File: src/rtl/sigmon_pkg.sv
// Shared types and defaults for the store-bus signature/halt monitor.
package sigmon_pkg;

  typedef enum logic [1:0] {
    RUN  = 2'd0,
    HALT = 2'd1,
    TMO  = 2'd2
  } state_e;

  localparam logic [31:0] SIG_BASE_DEF  = 32'hFF00_0000;
  localparam logic [31:0] HALT_ADDR_DEF = 32'hCAFE_BEEF;
  localparam int          TIMEOUT_DEF   = 500000;

  // Channel-id width; a single channel still gets one bit.
  function automatic int ch_w(input int num_ch);
    return (num_ch > 1) ? $clog2(num_ch) : 1;
  endfunction

endpackage

File: src/rtl/sig_fifo.sv
// Synchronous FIFO for signature entries; a pop in the same cycle frees room for a push.
module sig_fifo #(
  parameter  int WIDTH = 33,
  parameter  int DEPTH = 16,
  localparam int AW    = $clog2(DEPTH),
  localparam int LW    = AW + 1
) (
  input  logic             clk,
  input  logic             rst,
  input  logic             push_i,
  input  logic [WIDTH-1:0] wdata_i,
  input  logic             pop_i,
  output logic [WIDTH-1:0] rdata_o,
  output logic             full_o,
  output logic             empty_o,
  output logic [LW-1:0]    level_o
);

  logic [WIDTH-1:0] mem_q [DEPTH];
  logic [LW-1:0]    wr_ptr_q, wr_ptr_d;
  logic [LW-1:0]    rd_ptr_q, rd_ptr_d;
  logic             wr_en, rd_en;

  assign level_o = wr_ptr_q - rd_ptr_q;
  assign full_o  = (level_o == LW'(DEPTH));
  assign empty_o = (wr_ptr_q == rd_ptr_q);
  assign rdata_o = mem_q[rd_ptr_q[AW-1:0]];

  assign wr_en    = push_i & (~full_o | pop_i);
  assign rd_en    = pop_i & ~empty_o;
  assign wr_ptr_d = wr_en ? wr_ptr_q + LW'(1) : wr_ptr_q;
  assign rd_ptr_d = rd_en ? rd_ptr_q + LW'(1) : rd_ptr_q;

  always_ff @(posedge clk) begin
    if (rst) begin
      wr_ptr_q <= '0;
      rd_ptr_q <= '0;
    end else begin
      wr_ptr_q <= wr_ptr_d;
      rd_ptr_q <= rd_ptr_d;
    end
  end

  // NOTE: storage is not reset; the pointers alone decide which entries are live.
  always_ff @(posedge clk) begin
    if (wr_en) mem_q[wr_ptr_q[AW-1:0]] <= wdata_i;
  end

endmodule

File: src/rtl/sig_monitor.sv
// Store-bus snooper: queues signature stores, ends the run on a halt store or watchdog expiry.
// Optional watchdog enabled by defining SIGMON_WATCHDOG_EN.
module sig_monitor
  import sigmon_pkg::*;
#(
  parameter  int                ADDR_W     = 32,
  parameter  int                DATA_W     = 32,
  parameter  int                NUM_CH     = 1,
  parameter  logic [ADDR_W-1:0] SIG_BASE   = ADDR_W'(SIG_BASE_DEF),
  parameter  logic [ADDR_W-1:0] HALT_ADDR  = ADDR_W'(HALT_ADDR_DEF),
  parameter  int                FIFO_DEPTH = 16,
  parameter  int                TIMEOUT    = TIMEOUT_DEF,
  localparam int                CH_W       = ch_w(NUM_CH),
  localparam int                LVL_W      = $clog2(FIFO_DEPTH) + 1
) (
  input  logic              clk,
  input  logic              rst,
  input  logic              st_wr_n,
  input  logic [ADDR_W-1:0] st_addr,
  input  logic [DATA_W-1:0] st_data,
  output logic              sig_valid,
  input  logic              sig_ready,
  output logic [DATA_W-1:0] sig_data,
  output logic [CH_W-1:0]   sig_ch,
  output logic [LVL_W-1:0]  fifo_level,
  output logic              overflow,
  output logic [15:0]       drop_cnt,
  output logic              halted,
  output logic [DATA_W-1:0] halt_code,
  output logic              timeout,
  output logic              done
);

  state_e              state_q, state_d;
  logic [DATA_W-1:0]   halt_code_q, halt_code_d;
  logic                overflow_q, overflow_d;
  logic [15:0]         drop_cnt_q, drop_cnt_d;

  logic                store, halt_hit, sig_match, sig_hit, running;
  logic                push, pop, drop, wd_expire;
  logic                fifo_full, fifo_empty;
  logic [CH_W-1:0]     match_ch;
  logic [CH_W+DATA_W-1:0] fifo_rdata;

  assign store    = ~st_wr_n;
  assign halt_hit = store & (st_addr == HALT_ADDR);
  assign running  = (state_q == RUN);

  always_comb begin
    sig_match = 1'b0;
    match_ch  = '0;
    for (int k = 0; k < NUM_CH; k++) begin
      if (st_addr == SIG_BASE + (ADDR_W'(k) << 2)) begin
        sig_match = 1'b1;
        match_ch  = CH_W'(k);
      end
    end
  end

  // A halt address that aliases a signature slot is a halt only.
  assign sig_hit = store & sig_match & ~halt_hit;
  assign push    = sig_hit & running;
  assign pop     = sig_valid & sig_ready;
  assign drop    = push & fifo_full & ~pop;

  sig_fifo #(
    .WIDTH (CH_W + DATA_W),
    .DEPTH (FIFO_DEPTH)
  ) u_fifo (
    .clk     (clk),
    .rst     (rst),
    .push_i  (push),
    .wdata_i ({match_ch, st_data}),
    .pop_i   (pop),
    .rdata_o (fifo_rdata),
    .full_o  (fifo_full),
    .empty_o (fifo_empty),
    .level_o (fifo_level)
  );

  assign sig_valid = ~fifo_empty;
  assign sig_data  = fifo_rdata[DATA_W-1:0];
  assign sig_ch    = fifo_rdata[DATA_W +: CH_W];

`ifdef SIGMON_WATCHDOG_EN
  localparam int WD_W = $clog2(TIMEOUT);
  logic [WD_W-1:0] wd_cnt_q, wd_cnt_d;

  assign wd_expire = running & (wd_cnt_q == WD_W'(TIMEOUT - 1));
  assign wd_cnt_d  = (running & ~wd_expire) ? wd_cnt_q + WD_W'(1) : wd_cnt_q;
  assign timeout   = (state_q == TMO);

  always_ff @(posedge clk) begin
    if (rst) wd_cnt_q <= '0;
    else     wd_cnt_q <= wd_cnt_d;
  end
`else
  assign wd_expire = 1'b0;
  assign timeout   = 1'b0;
`endif

  // NOTE: every _d is given its hold value first, so no path leaves it unassigned (no latch).
  always_comb begin
    state_d     = state_q;
    halt_code_d = halt_code_q;
    overflow_d  = overflow_q;
    drop_cnt_d  = drop_cnt_q;
    case (state_q)
      RUN: begin
        if (halt_hit) begin
          state_d     = HALT;
          halt_code_d = st_data;
        end else if (wd_expire) begin
          state_d = TMO;
        end
      end
      default: state_d = state_q;
    endcase
    if (drop) begin
      overflow_d = 1'b1;
      if (drop_cnt_q != 16'hFFFF) drop_cnt_d = drop_cnt_q + 16'd1;
    end
  end

  // NOTE: state registers update with non-blocking assignments so every flop samples pre-edge values.
  always_ff @(posedge clk) begin
    if (rst) begin
      state_q     <= RUN;
      halt_code_q <= '0;
      overflow_q  <= 1'b0;
      drop_cnt_q  <= '0;
    end else begin
      state_q     <= state_d;
      halt_code_q <= halt_code_d;
      overflow_q  <= overflow_d;
      drop_cnt_q  <= drop_cnt_d;
    end
  end

  assign halted    = (state_q == HALT);
  assign halt_code = halt_code_q;
  assign overflow  = overflow_q;
  assign drop_cnt  = drop_cnt_q;
  assign done      = ~running & fifo_empty;

endmodule

File: config.mk
export PLATFORM = sky130hd
export DESIGN_NAME = sig_monitor
export DESIGN_NICKNAME = d
export VERILOG_FILES = /design/src/rtl/sigmon_pkg.sv /design/src/rtl/sig_fifo.sv /design/src/rtl/sig_monitor.sv
export SDC_FILE = /design/constraint.sdc
export NUM_CORES = 1
export LEC_CHECK = 0
export ABC_AREA = 1
export CAP_MARGIN = 15
export CORE_MARGIN = 2
export CORE_UTILIZATION = 55
export CTS_CLUSTER_DIAMETER = 150
export DETAILED_ROUTE_END_ITERATION = 10
export GPL_TIMING_DRIVEN = 0
export PLACE_DENSITY_LB_ADDON = 0.15
export SLEW_MARGIN = 0
export SYNTH_ARGS = -nofsm -noshare
export SYNTH_HDL_FRONTEND = slang
export SYNTH_HIERARCHICAL = 1
export SYNTH_SLANG_ARGS = --single-unit
File: constraint.sdc
create_clock -name clk -period 8.9 [get_ports clk]
set_input_delay 1.78 -clock clk [delete_from_list [all_inputs] [get_ports clk]]
set_output_delay 1.78 -clock clk [all_outputs]
set_load 0.02 [all_outputs]
# After elaboration in Yosys (flattened, before gate mapping)
# Memory sizes are Yosys's and may differ from the RTL's. A register that Yosys moved wholly into a read port is not among the register bits.
# Index checks and enable logic that the tools add are counted.
[word_totals]
register_bits = 60
ram_bits = 512
input_bits = 68
output_inout_bits = 91
wordCells = 41
mem_count = 1
[op_classes]
n_addsub = 4
n_eq_ne = 5
n_mux = 5
bitwise = 17
reduce_logical = 3
[memory_table]
columns = ["memory", "depth", "width", "rd", "rd_ports_with_merged_regs", "write_ports", "line", "rtl"]
rows = [
  ["u_fifo.mem_q", 16, 32, 1, 1, 1, "sig_fifo.sv:19", "logic [WIDTH-1:0] mem_q [DEPTH];"],
]
[op_table]
columns = ["cell", "count"]
rows = [
  ["equality test 32 bit (second input constant)", 2],
  ["adder 16 x 1 -> 16 bit (second input constant)", 1],
  ["inequality test 16 bit (second input constant)", 1],
  ["adder 5 x 1 -> 5 bit (second input constant)", 2],
  ["bitwise AND 1 bit", 10],
  ["2-to-1 mux 4 bit", 2],
  ["inverter 1 bit", 6],
  ["equality test 5 bit", 1],
  ["equality test 5 bit (second input constant)", 1],
  ["subtractor 5 bit", 1],
  ["AND reduction 2 bit", 2],
  ["2-to-1 mux 1 bit", 3],
  ["zero test 2 bit", 1],
  ["OR 1 bit", 1],
]

# Logic depth before layout (Yosys ltp)
# Gate-level depths: netlist (run 1).
[depth]
word_depth = 8
depth_mapped = 18
depth_no_buf = 17

# Cells and area by module
# Netlist (run 1), hierarchy kept.
[by_module_without_submodules]
columns = ["module", "n_inst", "cells_per_inst", "area_per_inst_um2", "seq_area_each_um2"]
rows = [
  ["sig_fifo", 1, 1544, 22046.1, 16135.5],
  ["sig_monitor", 1, 456, 2720.1, 1001.0],
]

# Worst setup path before layout (run 1)
# No wires, ideal clock.
[synth_path]
kind = "input-to-reg"
from = "input port st_addr[14]"
to = "memory u_fifo/mem_q[10][0] (netlist bit) (enable)"
setup_time_ns = 0.464
t_arrival_ns = 5.136
required_ns = 8.436
slack_ns = 3.299
cell_stages = 8
path_buffers = 1
cell_sequence = "nor2_1 > nand2_1 > nor2_1 > nand3_1 > nor2_1 > nand2_2 > buf_4 > nor3_1"
[synth_between]
elab_chain_len = 8
word_cells_on_any_way = 11
classes_between = "eq/ne: 2; mux: 3; bitwise: 6"
[synth_rtl]
columns = ["item", "line", "rtl"]
rows = [
  ["start, declared", "sig_monitor.sv:19", "input logic [ADDR_W-1:0] st_addr,"],
  ["equality test 32 bit, on equally long branches", "sig_monitor.sv:53, sig_monitor.sv:46", ""],
  ["2-to-1 mux 1 bit / bitwise AND 1 bit (equally long branches)", "sig_monitor.sv:53, sig_monitor.sv:46", ""],
  ["bitwise AND 1 bit / inverter 1 bit (equally long branches)", "sig_monitor.sv:61", "assign sig_hit = store & sig_match & ~halt_hit;"],
  ["bitwise AND 1 bit *", "sig_monitor.sv:61", ""],
  ["bitwise AND 1 bit *", "sig_monitor.sv:62", "assign push = sig_hit & running;"],
  ["via push", "sig_monitor.sv:40", "logic push, pop, drop, wd_expire;"],
  ["bitwise AND 1 bit *", "sig_fifo.sv:29", "assign wr_en = push_i & (~full_o | pop_i);"],
  ["2-to-1 mux 1 bit *", "sig_fifo.sv:46", "if (wr_en) mem_q[wr_ptr_q[AW-1:0]] <= wdata_i;"],
  ["2-to-1 mux 1 bit (implied by the code) *", "sig_fifo.sv:46", ""],
  ["end, declared", "sig_fifo.sv:19", ""],
]
# Mark *: on every way through the listed nets, which the timed path passes. The rest lies on a longest branch.

==> flow_metrics.py, run 1 <==
metrics = {
    "sta": {
        "slew_viol_final": 0,
        "fin_crit_ps": 5290,
        "hold_viol_final": 0,
        "post-route-period-util_pct": 59.4,
        "fin_skew_ps": 20.2,
        "rsz0062_at_grt": "no",
        "fin_ws_ps": 3610,
        "max_slew_margin_pct": 20.6,
        "clock.fmax_mhz": 189,
        "worstMarginPinSlew_ps": 1190,
        "setup-violations-final": 0,
    },
    "clocking": {
        "clk_pin_slew_worst_paths_ps": 60,
        "ctsResizeCount": 0,
        "cts_tree": "done",
        "holdBufCountCts": 0,
        "cts_setup_buffers": 0,
        "cts_buffer_depth": 3,
        "cts_buffers": 58,
        "htreeDepth": 2,
        "clock_latency_ps": 610,
        "cts-root-buf": "clkbuf_16",
        "cts_sinks": 592,
    },
    "synth": {
        "yosys-top-cells-area": "edfxtp_1, dfxtp_1, mux2i_1, inv_1, o211ai_1",
        "synth_ff_type": "edfxtp_1",
        "yosys_warnings": 6,
        "ys_seq_area_share_pct": 69.2,
        "syn_area_per_cell_sq_um": 12.4,
        "synth_top_cell_area_share_pct": 64.0,
        "synth_cell_types": 40,
        "synth_edf_count": 528,
        "synth_most_common_cell": "edfxtp_1",
        "synthCells": 2000,
        "synth_area_sq_um": 24800,
        "synth_seq_cells": 592,
        "async_flop_share_pct": 0,
        "synthTopCellsByCount": "edfxtp_1, inv_1, nand2_1",
        "yosysTopAreaCell": "edfxtp_1",
    },
    "global_routing": {
        "grt_max_degree": 18,
        "track_usage_pct": 29.9,
        "grt_pass1_wl_mm": 103,
        "grt_pass1_vias": 16600,
        "antenna_found_initial": 1,
        "grt-ovfl-total": 0,
    },
    "power": {
        "leakage_uw": 0.0102,
        "irDropWorstVdd_mv": 0.164,
        "finalPower_uw": 5460,
        "power-per-cell-area_nw_per_um2": 184,
    },
    "critical_path": {
        "required_ps": 7120,
        "worstPathArrival_ps": 3510,
        "rrSetupSlack_ps": 5180,
        "worstPathMaxFanout": 10,
        "worstSetupStartpointType": "flop",
        "end_kind": "output port",
        "reg2reg_depth": 15,
        "criticalPathCategory": "flop to output port",
    },
    "placed_design": {
        "place_area_sq_um": 27900,
        "dp_cells": 2822,
        "port_buffers": 157,
        "gp_congestion": 0.837,
        "place_ws_ps": 3510,
        "hpwlAfterDp_mm": 47.9,
    },
    "floorplanning": {
        "ios": 159,
        "die_x_um": 216,
        "die_area_sq_um": 46700,
        "coreArea_sq_um": 44300,
        "die_height_um": 216,
        "floorplan.initialDensity_pct": 55.9,
        "std_cell_rows": 77,
    },
    "routing": {
        "drt-initial-drc-count": 1896,
        "ant_nets": 0,
        "avgViaCountPerCell": 5.79,
        "wl_mm": 69.4,
        "drt-wirelength-per-cell_um": 23.7,
        "vias": 17000,
        "dr.pass1.iters": 5,
        "drc": 0,
    },
    "layout": {
        "areaGrowthSynthToFinish_pct": 19.9,
        "final_cell_area_sq_um": 29700,
        "drive_gt1_share_pct": 9.15,
        "instances_no_fill": 2931,
        "fillers": 3268,
        "nets": 2369,
    },
    "status": {
        "status": "complete, no violations",
    },
    "worst_hold_path": {
        "hold_class": "flop to flop",
        "min_path_cells": 2,
    },
    "flow_run": {
        "cap_viol_max_count": 0,
    },
}
==> path summary, 6_finish.rpt <==
check / to / startpoint
worst min-delay path: u_fifo/rd_ptr_q[4] / u_fifo/rd_ptr_q[4]
worst max-delay path: sig_ch / flop
worst max register to register: u_fifo/mem_q[8][27] / u_fifo/wr_ptr_q[0]
worst min register to register: u_fifo/rd_ptr_q[4] / u_fifo/rd_ptr_q[4]
==> routing by layer <==
| layer | vias to the layer above | GRT usage, % | share of wire (%) |
|---|---|---|---|
| li1 | 7697 | - | - |
| met1 | 8221 | 39.7 | 39 |
| met2 | 893 | 49.7 | 48 |
| met3 | 158 | 4.97 | 9.4 |
| met4 | 2 | 11.3 | 3.9 |
| met5 | - | 0 | 0.016 |
==> critical path: stages, from the launching register on <==
cell	delay, ps
dfxtp_1	300
buf_2	190
inv_1	200
buf_2	350
clkbuf_1	630
o211ai_1	300
nand3_1	180
nand2_1	170
clkdlybuf4s50_1	580
==> flip-flops by register name, indices dropped and copies added (netlist names), named ones only <==
register and flops:
state_q 1, overflow 1, u_fifo/rd_ptr_q 5, drop_cnt 16, u_fifo/mem_q 528, halt_code 32, u_fifo/wr_ptr_q 5
==> per-stage QoR <==
stage          util [%]  setup TNS [ps]  hold slack (ps)
2_1_floorplan         -               0              452
3_3_place_gp       61.2          -24550              456
3_5_place_dp       62.9               0              475
4_1_cts            67.0               0              484
5_1_grt            67.0               0              531
6_report           67.0               0              484
==> cells by family after synthesis <==
family | share of synthesized area, %
and+or+nand+nor | 6.93
xor gates and xnor gates | 0.106
DFF | 69.2
buffers and inverters | 7.08
muxes | 4.97
adders and majority gates | 0.586
AOI/OAI and AO/OA | 11.1
other | 0.0151
==> cell type report <==
cell class,count,area [sq um],area share [%]
Timing Repair Buffer,214,2220,7.49
Clock buffer,75,1550,5.21
Inverter,275,1030,3.48
Multi-Input combinational cell,1038,6020,20.3
Tap cell,592,741,2.50
Clock inverter,33,267,0.898
Antenna cell,1,2.50,0.00843
Buffer,111,721,2.43
Sequential cell,592,17100,57.7
==> cells in the final DEF, fill, tap and decap left out, types with 13 or more instances in the layout <==
cell type,instances
o211ai_1,132
dfxtp_1,64
nand2_1,174
buf_6,63
buf_2,15
nor2_1,106
buf_8,13
edfxtp_1,528
nand3_1,76
a21oi_1,148
clkinv_2,13
o21ai_0,173
clkdlybuf4s50_1,157
mux2i_1,123
o21ai_1,30
inv_1,273
clkbuf_1,68
clkbuf_16,59
nor3_2,15
conb_1,17
==> where the power goes <==
| group | switching, uW | internal (uW) | leakage (uW) |
|---|---|---|---|
| Combinational | 57.7 | 31.4 | 0.00401 |
| Sequential | 0.0000000489 | 3020 | 0.00526 |
| Clock | 1010 | 1340 | 0.000886 |
Note: power is estimated with default switching activity, not from simulation.
==> run 2, diff against run 1 <==
--- a/config.mk
+++ b/config.mk
@@ -8,7 +8,7 @@
 export ABC_AREA = 1
 export CAP_MARGIN = 15
 export CORE_MARGIN = 2
-export CORE_UTILIZATION = 55
+export CORE_UTILIZATION = 54
 export CTS_CLUSTER_DIAMETER = 150
 export DETAILED_ROUTE_END_ITERATION = 10
 export GPL_TIMING_DRIVEN = 0
==> constraint.sdc (replaced) <==
create_clock -name clk -period 4.6 [get_ports clk]
set_input_delay 0.92 -clock clk [delete_from_list [all_inputs] [get_ports clk]]
set_output_delay 0.92 -clock clk [all_outputs]
set_load 0.02 [all_outputs]
==> flow_metrics.py, run 2 (synthesis results as in run 1) <==
metrics = {
    "status": {
        "status": "complete, no violations",
    },
    "power": {
        "net-switching-power_uw": 2050,
        "power-per-cell-area_nw_per_um2": 351,
        "irDropWorstVdd_mv": 0.307,
        "leakage_uw": 0.0101,
        "p_int_uw": 8390,
        "power_frac_clock_pct": 42.3,
        "p_sw_share_pct": 19.6,
        "sequentialPowerShare_pct": 56.0,
        "p_comb_share_pct": 1.6,
        "finalPower_uw": 10400,
    },
    "floorplanning": {
        "ios": 159,
        "std_cell_rows": 78,
        "die_height_um": 218,
        "floorplan.initialDensity_pct": 54.7,
        "die_x_um": 218,
        "coreArea_sq_um": 45300,
        "die_area_sq_um": 47600,
    },
    "placed_design": {
        "dp_cells": 2834,
        "hpwlAfterDp_mm": 48.5,
        "port_buffers": 157,
        "place_ws_ps": 188,
        "gp_congestion": 0.834,
    },
    "clocking": {
        "cts_buffer_depth": 3,
        "cts_sinks": 592,
        "cts_buffers": 58,
        "ctsResizeCount": 0,
        "clk_pin_slew_worst_paths_ps": 60,
        "cts_tree": "done",
        "cts-root-buf": "clkbuf_16",
        "cts_setup_buffers": 0,
        "holdBufCountCts": 0,
        "htreeDepth": 2,
        "clock_latency_ps": 610,
    },
    "routing": {
        "drc": 0,
        "dr.pass1.iters": 6,
        "drt-initial-drc-count": 1718,
        "vias": 17100,
        "drt-wirelength-per-cell_um": 23.7,
        "wl_mm": 69.8,
        "ant_nets": 0,
        "avgViaCountPerCell": 5.81,
    },
    "sta": {
        "fin_ws_ps": 168,
        "clock.fmax_mhz": 226,
        "max_slew_margin_pct": 26.2,
        "fin_crit_ps": 4430,
        "rsz0062_at_grt": "no",
        "worstMarginPinSlew_ps": 1110,
        "slew_viol_final": 0,
        "post-route-period-util_pct": 96.4,
        "fin_skew_ps": 18.1,
        "setup-violations-final": 0,
        "hold_viol_final": 0,
        "finalSetupTns_ps": 0,
    },
    "critical_path": {
        "worstPathArrival_ps": 3510,
        "worstSetupStartpointType": "flop",
        "criticalPathCategory": "flop to output port",
        "required_ps": 3680,
        "end_kind": "output port",
        "worstPathMaxFanout": 10,
    },
    "layout": {
        "largest_reg_flops": 528,
        "drive_gt1_share_pct": 8.89,
        "nets": 2373,
        "seq_area_sq_um": 17100,
        "layout_common_cells": "edfxtp_1, inv_1, nand2_1",
        "areaGrowthSynthToFinish_pct": 19.9,
        "instances_no_fill": 2941,
        "fillers": 3400,
        "final_common_cell": "edfxtp_1",
        "multi_input_area_sq_um": 6020,
    },
    "global_routing": {
        "grt-ovfl-total": 0,
        "grt_pass1_vias": 16600,
        "antenna_found_initial": 2,
        "grt_pass1_wl_mm": 103,
        "grt_max_degree": 18,
        "track_usage_pct": 29.6,
    },
    "worst_hold_path": {
        "hold_class": "flop to flop",
    },
    "flow_run": {
        "cap_viol_max_count": 0,
    },
}
run 2: worst paths after layout:
path	slack, ps	cells past startpoint	from	to
max reg2reg	1050	14	u_fifo/wr_ptr_q[0]	u_fifo/mem_q[5][30]
min reg2reg	480	2	overflow	overflow
max	170	6	flop	sig_data[6]
min	480	2	overflow	overflow
run 2: critical path, stage by stage, from the launching register on:
cell             delay, ps
dfxtp_1                320
buf_2                  200
clkbuf_1               510
clkbuf_1               760
o211ai_1               330
nand2_1                160
clkdlybuf4s50_1        620
run 2: per-stage QoR:
step | utilization (%) | instance area (sq um) | hold slack [ps]
after detailed placement | 61.7 | 28000 | 463
after floorplan | - | 24800 | 452
final | 65.6 | 29700 | 479
after CTS | 65.6 | 29700 | 480
after global routing | 65.6 | 29700 | 511
after global placement | 60.0 | 27100 | 454
run 2: final cells by class:
type	count	area share, %
Clock inverter	16	0.346
Inverter	275	3.48
Timing Repair Buffer	218	7.73
Tap cell	600	2.53
Clock buffer	90	5.50
Sequential cell	592	57.7
Buffer	111	2.43
Multi-Input combinational cell	1038	20.3
Antenna cell	1	0.00843
run 2: power by group through the flow:
stage	sequential (uW)	clock, uW	combinational, uW
after floorplan	5960	0	26.7
after global placement	5960	0	167
after detailed placement	5960	0	173
after CTS	5850	4470	173
after global routing	5840	4670	188
final	5850	4410	172
run 2: per-layer routing:
metal  up-vias  GRT usage, %  share of wire (%)
li1       7689             -                  -
met1      8286          40.0                 40
met2       937          48.5                 47
met3       162          5.32                9.7
met4         2          10.1                3.6
met5         -             0              0.019
